==> src/rtl/pipe_skid_stage.sv <==
// Valid/ready pipeline stage with a two-entry skid buffer.
// in_ready is registered so out_ready never reaches it combinationally.
module pipe_skid_stage #(
   parameter int DATA_WIDTH = 32
) (
   input  logic                  clk,
   input  logic                  rst,
   input  logic                  flush,
   input  logic                  in_valid,
   output logic                  in_ready,
   input  logic [DATA_WIDTH-1:0] in_data,
   output logic                  out_valid,
   input  logic                  out_ready,
   output logic [DATA_WIDTH-1:0] out_data,
   output logic [1:0]            occupancy
);

   typedef enum logic [1:0] {
      EMPTY = 2'd0,
      BUSY  = 2'd1,
      FULL  = 2'd2
   } state_t;

   state_t                state, state_nxt;
   logic [DATA_WIDTH-1:0] main_reg, main_nxt;
   logic [DATA_WIDTH-1:0] skid_reg, skid_nxt;
   logic                  in_ready_reg;
   logic                  accept, emit;

   assign out_valid = (state != EMPTY);
   assign in_ready  = in_ready_reg;
   assign out_data  = main_reg;
   assign occupancy = state;
   assign accept    = in_valid & in_ready_reg;
   assign emit      = out_valid & out_ready;

   always_ff @(posedge clk or negedge rst) begin
      if (!rst) begin
         state        <= EMPTY;
         main_reg     <= '0;
         skid_reg     <= '0;
         in_ready_reg <= 1'b1;
      end else begin
         state        <= state_nxt;
         main_reg     <= main_nxt;
         skid_reg     <= skid_nxt;
         in_ready_reg <= (state_nxt != FULL);
      end
   end

   always_comb begin
      state_nxt = state;
      main_nxt  = main_reg;
      skid_nxt  = skid_reg;
      if (flush) begin
         // Any accept/emit coinciding with flush is dropped.
         state_nxt = EMPTY;
         main_nxt  = '0;
         skid_nxt  = '0;
      end else begin
         case (state)
            EMPTY: begin
               if (accept) begin
                  state_nxt = BUSY;
                  main_nxt  = in_data;
               end
            end
            BUSY: begin
               if (accept && emit) begin
                  main_nxt = in_data;
               end else if (accept) begin
                  state_nxt = FULL;
                  skid_nxt  = in_data;
               end else if (emit) begin
                  state_nxt = EMPTY;
               end
            end
            FULL: begin
               if (emit) begin
                  state_nxt = BUSY;
                  main_nxt  = skid_reg;
               end
            end
            default: state_nxt = EMPTY;
         endcase
      end
   end

endmodule

==> config.mk <==
export PLATFORM = sky130hd
export DESIGN_NAME = pipe_skid_stage
export DESIGN_NICKNAME = d
export VERILOG_FILES = /design/src/rtl/pipe_skid_stage.sv
export SDC_FILE = /design/constraint.sdc
export NUM_CORES = 1
export LEC_CHECK = 0
export CAP_MARGIN = 20
export CORE_ASPECT_RATIO = 0.7
export CORE_MARGIN = 1.5
export CORE_UTILIZATION = 45
export DETAILED_ROUTE_END_ITERATION = 16
export PLACE_DENSITY = 0.74
export SLEW_MARGIN = 20
export SYNTH_ARGS = -nofsm -noshare
export SYNTH_HDL_FRONTEND = slang
export SYNTH_SLANG_ARGS = --single-unit
==> constraint.sdc <==
create_clock -name clk -period 5.2 [get_ports clk]
set_clock_uncertainty 0.15 [all_clocks]
set_input_delay 1.04 -clock clk [delete_from_list [all_inputs] [get_ports clk]]
set_output_delay 1.04 -clock clk [all_outputs]
set_load 0.05 [all_outputs]
== Word-level counts from Yosys, hierarchy flattened ==
Cells that the tools add are included.

* Register bits after elaboration: 67
* Input port bits: 37
* Output and inout port bits: 36
* Word-level logic and storage cells: 36

* Eq/ne operators: 7
* Multiplexer cells: 15
* Bitwise gates (word level): 2
* Reductions and logical operators: 8

{| class="wikitable"
|+ Operators with widths
! cell !! number
|-
| $mux W32 || 7
|-
| $pmux W32 S3 || 1
|-
| $mux W2 || 6
|-
| $ne A3 B3 Y1 const B || 3
|-
| $pmux W2 S3 || 1
|-
| $reduce_bool A2 Y1 || 3
|-
| $ne A2 B2 Y1 const B || 2
|-
| $reduce_and A4 Y1 || 1
|-
| $reduce_bool A4 Y1 || 1
|-
| $reduce_and A3 Y1 || 1
|-
| $and A1 B1 Y1 || 2
|-
| $eq A2 B1 Y1 const B || 1
|-
| $eq A2 B2 Y1 const B || 1
|-
| $logic_not A2 Y1 || 1
|-
| $logic_and A1 B1 Y1 || 1
|}

== Depth between registers and ports, before layout ==
* Depth after elaboration: 8
* Mapped depth: 6
* Gate-level depth less buffers: 4

== Worst setup path after synthesis ==
OpenSTA, ideal clock, no wires.

* Path kind: input to register
* Start point: input out_ready
* End point: register main_reg[18] (netlist: out_data[18])
* Library setup time: 96 ps
* Data arrival time: 2107 ps
* Data required time: 4954 ps
* Slack: 2847 ps
* Stages on the path: 5
* Path buffers: 1
* Path through: nand2b_1 a221oi_4 buf_6 nand2_1 o31ai_1

* Word-level cells in the longest chain between the ends: 4
* Elaborated cells between the ends (all ways): 5
* Classes of those cells: eq/ne (2); bitwise (1); reduce/logical (2)

{| class="wikitable"
|+ RTL lines
! element !! line !! source
|-
| from (decl) || 13 || <nowiki>input logic out_ready,</nowiki>
|-
| $and A1 B1 Y1 (*) || 35 || <nowiki>assign emit = out_valid & out_ready;</nowiki>
|-
| $logic_and A1 B1 Y1 || 69 || <nowiki>if (accept && emit) begin</nowiki>
|-
| $ne A3 B3 Y1 (no line) || n/a ||
|-
| $reduce_and A4 Y1 (no line) (*) || n/a ||
|-
| to (signal assigned) || 45 || <nowiki>main_reg <= main_nxt;</nowiki>
|-
| to (decl) || 25 || <nowiki>logic [DATA_WIDTH-1:0] main_reg, main_nxt;</nowiki>
|}

Mark *: on every way between the ends. The rest lies on a longest branch, timed or not.
A chain may end at the register's enable or synchronous reset.

== Worst setup path in the final report ==
* Start point: register state[1] (netlist: occupancy[1])
* End point: output out_valid

* Word-level cells in the longest chain between the ends: 1

{| class="wikitable"
|+ RTL lines
! element !! line !! source
|-
| from (decl) || 24 || <nowiki>state_t state, state_nxt;</nowiki>
|-
| from (signal assigned) || 44 || <nowiki>state <= state_nxt;</nowiki>
|-
| $reduce_bool A2 Y1 || 30 || <nowiki>assign out_valid = (state != EMPTY);</nowiki>
|-
| to (decl) || 12 || <nowiki>output logic out_valid,</nowiki>
|}

Every way passes these cells.

==> flow_summary.ini <==
[synthesis]
yosysWarningCount = 0
synth_top_area_share_pct = 57.12
synthTopCellsByArea = dfrtp_1, mux2i_1, a22o_1, o31ai_1, nand2_1
synthesis.area_um2 = 2892
synth_cell_types = 22
ys_seq_area_share_pct = 58.03
avgSynthCellArea_um2 = 12.52
synthCells = 231
syn_nets = 268
synth_top_area_cell = dfrtp_1
ys_seq_elements = 67

[route]
dr.pass1.iters = 10
vias = 2113
wire_per_inst_um = 16.89
vias_per_cell = 5.546
wl_mm = 6.434
ant_nets = 0
drc_errors = 6
drt_iter0_markers = 178

[clock_network]
cts_root_buf = clkbuf_8
htreeDepth = 3
holdBufCountCts = 0
cts_setup_buffers = 0
cts.path.max_buffers = 2
cts_buffers = 9
cts_tree = done
path_clk_slew_ns = 0.07
clk_latency_ns = 0.34
cts_sinks = 67
cts_resized = 0

[place]
port_buffers = 72
hpwl_mm = 4.015
placed_cells = 365
gp_congestion = 0.7553

[global_route]
track_usage_pct = 19.95
grt_max_degree = 65
grt_pass1_wl_mm = 10.65
antenna_found_initial = 0
grt-ovfl-total = 0
grt_pass1_vias = 2118

[final_layout]
layout-drive-gt1-share_pct = 9.241
final_cells = 381
num_antenna_cells = 0
nets = 335
final_common_cell = clkdlybuf4s50_1
layout_common_cells = clkdlybuf4s50_1, dfrtp_1, nand2_1
syn_to_final_growth_pct = 34.27
fin_util_pct = 62.46

[run_status]
status = complete, but fails checks
violations = design-rule violations

[floorplanning]
core_area_um2 = 6216
die_w_um = 98.81
dieArea_um2 = 6923
dieHeight_um = 70.07
start_util_pct = 46.52
boundaryPins = 73
std_cell_rows = 24

[worst_setup_path]
critPathMaxFanout = 8
reg2reg_from = occupancy[1]
reg2reg_slack_ns = 2.73
critPathCaptureType = output pin
startpoint = occupancy[1]
required_ns = 4.01
critical-path-slowest-cell = clkdlybuf4s50_1
path_cells = or2_2 -> clkdlybuf4s50_1
setup.worst_path.start_class = flip-flop
path_class = flip-flop to output pin
slowest_delay_ns = 0.70
worstPathArrival_ns = 1.85

[worst_hold_path]
hp-class = flip-flop to flip-flop
hp-start = out_data[16]

[sta]
setup_violations = 0
fmax_mhz = 329.3
final_hold_viol_count = 0
tns_ns = 0
worst_pin_slew_ns = 0.9158
holdWs_ns = 0.3287
period_minus_slack_ns = 3.036
relSlewSlack_pct = 38.81
drv_slew = 0
rsz0062_at_grt = no
post-route-period-util_pct = 58.39

[pwr]
finalPower_uw = 1388
ir_worst_vdd_mv = 0.1624
power_per_cell_area_nw_per_um2 = 357.6
p_leak_uw = 0.001704

[job]
cap_violations = 0
## layer usage
metal | routed length (um) | vias to the layer above | GRT usage (%)
li1 | - | 986 | -
met3 | 394 | 4 | 6.807
met1 | 3073 | 1053 | 28.60
met2 | 2943 | 70 | 29.43
met4 | 23 | 0 | 4.603
met5 | 0 | - | 0
## synth_stat cells
| master | n |
|---|---|
| inv_1 | 1 |
| nor2b_1 | 1 |
| or2_2 | 1 |
| xnor2_1 | 1 |
| buf_2 | 2 |
| nor4_2 | 1 |
| buf_1 | 1 |
| nand2b_1 | 2 |
| nor2_1 | 2 |
| dfrtp_1 | 66 |
| buf_6 | 7 |
| o31ai_1 | 32 |
| a221oi_4 | 1 |
| clkbuf_1 | 10 |
| mux2i_1 | 32 |
| a211o_1 | 1 |
| nand2_1 | 34 |
| a2bb2oi_1 | 1 |
| and3b_1 | 1 |
| nor3_1 | 1 |
| a22o_1 | 32 |
| dfstp_2 | 1 |
## cell type report
type	count	area, um^2
sequential	67	1678
fill	490	2333
multi-input combinational	143	1099
inverter	1	3.754
clock inverter	7	140.1
timing repair buffer	76	740.7
clock buffer	9	123.9
tap	78	97.59
## metrics by stage
step	setup slack, ns	instance area (um^2)
after floorplan	2.847	2892
after global placement	2.093	3618
after detailed placement	1.979	3618
after CTS	2.138	3882
after global routing	2.084	3882
final	2.164	3882
## final timing paths
path,endpoint,depth (start not counted)
max,out_valid,2
min,out_data[16],2
max reg2reg,out_data[31],4
min reg2reg,out_data[16],2
max in group asynchronous,skid_reg[23],2
min in group asynchronous,out_data[17],1
## kinds of logic after synthesis
| logic type | share of synthesized area, % |
|---|---|
| multiplexers | 11.08 |
| AO/OA/AOI/OAI | 19.52 |
| flip-flops | 58.03 |
| AND/OR/NAND/NOR | 6.447 |
| XOR/XNOR | 0.3030 |
| buffers and inverters | 4.630 |
## where the power goes
| part | switching (uW) | internal, uW | total [uW] |
|---|---|---|---|
| clock | 199 | 366 | 565 |
| combinational | 161 | 92.6 | 254 |
| sequential | 19.0 | 551 | 570 |
## worst max-delay path: cells and delay by family, from the launching register on
family,cells,cell delay (ns)
buffers and inverters,1,0.70
and+or+nand+nor,1,0.33
DFF,1,0.48
Power figures use the tool's default switching activity.
